<file path="config.mk">
export PLATFORM = sky130hd
export DESIGN_NAME = eth_sw_ingress_buf
export DESIGN_NICKNAME = d
export VERILOG_FILES = /design/src/rtl/eth_sw_pkg.sv /design/src/rtl/eth_sw_buf_ram.sv /design/src/rtl/eth_sw_ingress_buf.sv
export SDC_FILE = /design/constraint.sdc
export NUM_CORES = 2
export LEC_CHECK = 0
export BUFFER_PORTS_ARGS = -buffer_cell sky130_fd_sc_hd__buf_2
export CAP_MARGIN = 20
export CORE_MARGIN = 2
export CORE_UTILIZATION = 46
export CTS_CLUSTER_SIZE = 8
export DETAILED_ROUTE_END_ITERATION = 10
export SETUP_SLACK_MARGIN = 0.15
export SLEW_MARGIN = 20
export SYNTH_ARGS = -nofsm -noshare
export SYNTH_HDL_FRONTEND = slang
export SYNTH_SLANG_ARGS = --single-unit
</file>
<file path="constraint.sdc">
create_clock -name clk -period 7.6 [get_ports clk]
set_clock_uncertainty 0.05 [all_clocks]
set_input_delay 0.38 -clock clk [delete_from_list [all_inputs] [get_ports clk]]
set_output_delay 0.38 -clock clk [all_outputs]
set_load 0.03 [all_outputs]
</file>
<file path="src/rtl/eth_sw_pkg.sv">
// Shared types for the eth_sw ingress path.
// Latency: n/a (types only).
// Backpressure: n/a.
package eth_sw_pkg;

    localparam int DATA_W_DEF = 32;

    // Layout of one buffer RAM entry.
    typedef struct packed {
        logic                  eop;
        logic [DATA_W_DEF-1:0] data;
    } buf_word_t;

    typedef enum logic [1:0] {
        IDLE,
        RECV,
        DISCARD
    } wr_state_t;

endpackage

</file>
<file path="src/rtl/eth_sw_buf_ram.sv">
// Simple dual-port buffer RAM with synchronous write and synchronous, enabled read.
// Latency: read data valid one cycle after re.
// Backpressure: none; the registered read port holds its value while re is low.
module eth_sw_buf_ram #(
    parameter int WIDTH = 33,
    parameter int DEPTH = 64
) (
    input  logic                     clk,
    input  logic                     rstn,
    input  logic                     we,
    input  logic [$clog2(DEPTH)-1:0] waddr,
    input  logic [WIDTH-1:0]         wdata,
    input  logic                     re,
    input  logic [$clog2(DEPTH)-1:0] raddr,
    output logic [WIDTH-1:0]         rdata
);

    logic [WIDTH-1:0] mem [DEPTH];

    always_ff @(posedge clk) begin
        if (we) begin
            mem[waddr] <= wdata;
        end
    end

    // The read register doubles as the block's output register, so it is reset.
    always_ff @(posedge clk or negedge rstn) begin
        if (!rstn) begin
            rdata <= '0;
        end else if (re) begin
            rdata <= mem[raddr];
        end
    end

endmodule

</file>
<file path="src/rtl/eth_sw_ingress_buf.sv">
// Per-port store-and-forward ingress buffer: releases only complete packets, drops ones that do not fit.
// Latency: end word written at edge k, first word of that packet presented after edge k+1.
// Backpressure: none upstream (overflow drops the packet); downstream stall freezes all outputs.
module eth_sw_ingress_buf
    import eth_sw_pkg::*;
#(
    parameter int DATA_W = DATA_W_DEF,
    parameter int DEPTH  = 64,
    parameter int CNT_W  = 16
) (
    input  logic                   clk,
    input  logic                   rstn,
    input  logic                   i_valid,
    input  logic [DATA_W-1:0]      i_data,
    input  logic                   i_start,
    input  logic                   i_end,
    output logic                   o_valid,
    output logic [DATA_W-1:0]      o_data,
    output logic                   o_start,
    output logic                   o_end,
    input  logic                   stall,
    output logic                   drop_pulse,
    output logic [CNT_W-1:0]       drop_cnt,
    output logic [$clog2(DEPTH):0] level
);

    localparam int AW = $clog2(DEPTH);
    localparam int PW = AW + 1;

    wr_state_t     state, state_n;
    logic [PW-1:0] wr_ptr, wr_ptr_n, wr_commit, wr_commit_n, rd_ptr;
    logic [PW-1:0] base, fill;
    logic          we, drop, load, seen_word;
    logic [DATA_W:0] rdata;

    always_comb begin
        state_n     = state;
        wr_ptr_n    = wr_ptr;
        wr_commit_n = wr_commit;
        we          = 1'b0;
        drop        = 1'b0;
        base        = wr_ptr;
        fill        = wr_ptr - rd_ptr;
        if (i_valid) begin
            if (i_start) begin
                // A start mid-packet abandons the tentative words and rewrites from the commit point.
                if (state == RECV) begin
                    drop = 1'b1;
                    base = wr_commit;
                end
                fill = base - rd_ptr;
                if (fill == PW'(DEPTH)) begin
                    drop     = 1'b1;
                    wr_ptr_n = wr_commit;
                    state_n  = i_end ? IDLE : DISCARD;
                end else begin
                    we       = 1'b1;
                    wr_ptr_n = base + PW'(1);
                    if (i_end) begin
                        wr_commit_n = base + PW'(1);
                        state_n     = IDLE;
                    end else begin
                        state_n = RECV;
                    end
                end
            end else if (state == RECV) begin
                if (fill == PW'(DEPTH)) begin
                    drop     = 1'b1;
                    wr_ptr_n = wr_commit;
                    state_n  = i_end ? IDLE : DISCARD;
                end else begin
                    we       = 1'b1;
                    wr_ptr_n = wr_ptr + PW'(1);
                    if (i_end) begin
                        wr_commit_n = wr_ptr + PW'(1);
                        state_n     = IDLE;
                    end
                end
            end else if (state == DISCARD && i_end) begin
                state_n = IDLE;
            end
        end
    end

    always_ff @(posedge clk or negedge rstn) begin
        if (!rstn) begin
            state      <= IDLE;
            wr_ptr     <= '0;
            wr_commit  <= '0;
            drop_pulse <= 1'b0;
            drop_cnt   <= '0;
        end else begin
            state      <= state_n;
            wr_ptr     <= wr_ptr_n;
            wr_commit  <= wr_commit_n;
            drop_pulse <= drop;
            if (drop && drop_cnt != '1) begin
                drop_cnt <= drop_cnt + CNT_W'(1);
            end
        end
    end

    assign load = (rd_ptr != wr_commit) && (!o_valid || !stall);

    eth_sw_buf_ram #(
        .WIDTH (DATA_W + 1),
        .DEPTH (DEPTH)
    ) u_ram (
        .clk   (clk),
        .rstn  (rstn),
        .we    (we),
        .waddr (base[AW-1:0]),
        .wdata ({i_end, i_data}),
        .re    (load),
        .raddr (rd_ptr[AW-1:0]),
        .rdata (rdata)
    );

    // rdata still holds the previously loaded word when the next load is decided.
    always_ff @(posedge clk or negedge rstn) begin
        if (!rstn) begin
            rd_ptr    <= '0;
            o_valid   <= 1'b0;
            o_start   <= 1'b0;
            seen_word <= 1'b0;
        end else if (load) begin
            rd_ptr    <= rd_ptr + PW'(1);
            o_valid   <= 1'b1;
            o_start   <= !seen_word || rdata[DATA_W];
            seen_word <= 1'b1;
        end else if (!stall) begin
            o_valid <= 1'b0;
        end
    end

    assign o_data = rdata[DATA_W-1:0];
    assign o_end  = rdata[DATA_W];
    assign level  = wr_ptr - rd_ptr;

endmodule

</file>
==> flow_summary_export.csv <==
group,metric,value,unit
critical_path,cpMostUsedCell,"a21oi_1",
pwr,power_frac_comb,28.5,%
clock_network,clk_latency,0.93,ns
pwr,powerDensity,382,mW/mm2
pwr,irDropWorstVdd,311,uV
run_status,status,"completed",
cells_and_area,fin_area,0.0979,mm2
grt,grt.overflow.total,0,
routing,drt_iter0_drc,4856,
grt,grt_pass1_wl,310000,um
clock_network,cts.clk_slew.worst_paths,0.05,ns
routing,wl_per_cell,34.1,um
routing,vias,39700,
critical_path,critical_path_arrival,6.36,ns
grt,grt_pass1_vias,39600,
sta,fmax,0.170,GHz
pwr,clkPwrFrac,33.5,%
critical_path,max_stage_delay,0.84,ns
critical_path,worstSetupEndpointType,"flip-flop",
cells_and_area,fillerInstances,13500,
synthesis,synthFlopType,"edfxtp_1",
sta,finalSetupTns,0,ns
routing,wl,220000,um
sta,min_period_over_period,77.2,%
sta,rsz0062_at_grt,"false",
floorplanning,coreArea,0.183,mm2
clock_network,cts.sink_count,2188,
routing,vias_per_cell,6.16,
clock_network,clockRootBuffer,"clkbuf_16",
critical_path,critPathTopFamily,"simple AND/OR/NAND/NOR gates",
sta,fin_crit,5.87,ns
critical_path,cp_data_required_time,8.09,ns
clock_network,cts_buffers,324,
clock_network,cts_setup_buffers,0,
pwr,p_total,37.4,mW
pwr,power_switching,11.3,mW
cells_and_area,final_cell_mix,"edfxtp_1 (2112), mux4_2 (693), clkbuf_16 (330)",
floorplanning,die_h,433,um
worst_hold_path,hold_class,"input pin to flip-flop",
placed_design,port_buffers,96,
floorplanning,pin_count,97,
critical_path,crit_slowest_cell,"nor2_4",
sta,worst_slew_pin_slew,1.06,ns
cells_and_area,syn2layout_area_growth,15.8,%
clock_network,htree_levels,5,
cells_and_area,drive_gt1_share,34.1,%
placed_design,dp_hpwl,130000,um
synthesis,syn_nets,3560,
sta,relSlewSlack,29.6,%
synthesis,ys_types,59,
pwr,pwr-share-seq,38.0,%
floorplanning,fp-row-count,157,
sta,setup_viol_count_final,0,
floorplanning,die_x,433,um
grt,grt_usage,23.7,%
placed_design,postPlaceCellArea,0.0891,mm2
routing,drt_pass1_iterations,5,
cells_and_area,fin_cells,6445,
critical_path,worstPathMaxFanout,18,
synthesis,ys_seq_elements,2188,
routing,drc_errors,0,
placed_design,place_inst,5997,
clock_network,cts_tree,"built",
grt,grt_start_max_net_pins,133,
placed_design,routabilityCongestion,0.849,
pwr,p_leak,30.7,nW
cells_and_area,nets,3924,
floorplanning,start_util,46.2,%
routing,antenna_left,0,
synthesis,yosysSeqAreaShare,77.2,%
critical_path,worst-setup-path-type,"flip-flop to flip-flop",
synthesis,syn_area,0.0846,mm2
sta,slew_viol_final,0,
pwr,internal_power,26.1,mW
synthesis,yosysWarnings,0,
critical_path,path_buf_inv,2,
synthesis,synth_edf_count,2112,
synthesis,ys_async_sr_fraction,3.47,%
sta,hold_viol,0,
clock_network,cts_resized,0,
synthesis,syn_area_per_cell,24.1,um2
clock_network,clk_path_buf_depth,4,
pwr,swShare,30.2,%
run,maxCapViolCount,0,
critical_path,cp_cell_sequence,"nor2b_1, mux2i_1, inv_1, ha_1, a21oi_1, a21oi_1, a211oi_1, xnor2_1, or2_1, mux2i_2, or3_1, nor2_4, buf_4",
floorplanning,fp.dieArea,0.187,mm2
critical_path,crit_path_start_kind,"flip-flop",
synthesis,syn_inst,3505,
cells_and_area,layout_commonest_cell,"edfxtp_1",
grt,antenna_found_initial,28,
==> synth_stat cells, drive strengths merged, types with 9 or more instances <==
cell	instances	area [um2]
nor2	98	368
edfxtp	2112	63400
nor3	11	66.3
and3	9	56.3
dfrtp	76	1900
ha	16	200
mux4	693	15600
nand2	40	150
o21ai	24	120
clkbuf	101	379
buf	87	479
a21oi	16	80.1
xor2	14	123
or3	14	87.6
inv	26	97.6
mux2	40	450
nand3	15	75.1
a31oi	11	68.8
mux2i	13	134
xnor2	27	236
==> state kept, by name (all words and copies together), names as in the netlist <==
signal and count:
drop_cnt 16, drop_pulse 1, o_start 1, o_valid 1, rd_ptr 7, seen_word 1, state 2, u_ram.mem 2112
u_ram.rdata 33, wr_commit 7, wr_ptr 7
==> cells by family after synthesis <==
group                    Yosys count  synth area share (%)
multiplexers                     746                  19.1
AND/OR/NAND/NOR                  219                  1.20
buffers and inverters            215                  1.13
XOR/XNOR                          41                 0.425
AO/OA/AOI/OAI                     79                 0.592
flip-flops                      2188                  77.2
adder cells (fa/ha/maj)           17                 0.260
==> power groups by stage <==
stage	clock network (mW)	registers, mW	logic, mW
floorplan	0	14.3	6.93
CTS	12.7	14.2	10.8
global route	13.2	14.2	11.2
global placement	0	14.4	10.8
detailed placement	0	14.5	10.8
finish	12.5	14.2	10.7
==> per-stage QoR <==
stage	utilization [%]	setup slack [ns]	hold WS, ns
2_1_floorplan	-	2.10	0.0344
3_3_place_gp	48.5	1.90	0.306
3_5_place_dp	48.7	1.84	0.306
4_1_cts	53.5	1.83	0.0365
5_1_grt	53.5	1.48	0.0667
6_report	53.5	1.73	0.0543
==> area by class of cell <==
type	count	area [um2]	area share, %
well taps	2464	3080	3.15
clock buffers	427	8620	8.81
clock inverters	4	37.5	0.0383
flip-flops and latches	2188	65300	66.7
diodes	7	17.5	0.0179
multi-input cells	1102	18800	19.2
inverters	27	110	0.112
repair buffers	226	1910	1.96
==> layer usage <==
metal / wire length, um / up-vias / global-route usage (%)
li1: - / 15800 / -
met1: 89600 / 21700 / 34.0
met2: 106000 / 1876 / 37.1
met3: 18400 / 353 / 5.18
met4: 5620 / 10 / 6.60
met5: 64 / - / 0
==> worst register-to-register path, cell delays in order, from the launching register on <==
cell	delay (ns)
dfrtp_1	0.41
nor2b_1	0.81
mux2i_1	0.38
inv_1	0.07
ha_1	0.32
a21oi_1	0.16
a21oi_1	0.09
a211oi_1	0.29
xnor2_1	0.19
or2_1	0.36
mux2i_2	0.32
or3_1	0.79
nor2_4	0.84
buf_4	0.46
==> final timing paths <==
kind	slack, ns	start	depth (start not counted)	to
min	0.05	i_data[28]	1	u_ram.mem[28][28]
max in group asynchronous	5.84	rstn	4	rd_ptr[0]
min reg2reg	0.41	seen_word	1	o_start
max reg2reg	1.73	state[1]	13	u_ram.mem[2][30]
max	1.73	state[1]	13	u_ram.mem[2][30]
min in group asynchronous	0.49	rstn	4	drop_cnt[4]
==> repair_timing <==
| item | in CTS | in global routing |
|---|---|---|
| endpoints found under the hold margin | 46 | 0 |
| setup endpoints to repair | 0 | 0 |
| hold buffers | 8 | 0 |
No activity file was read; power rests on OpenSTA's default activity.
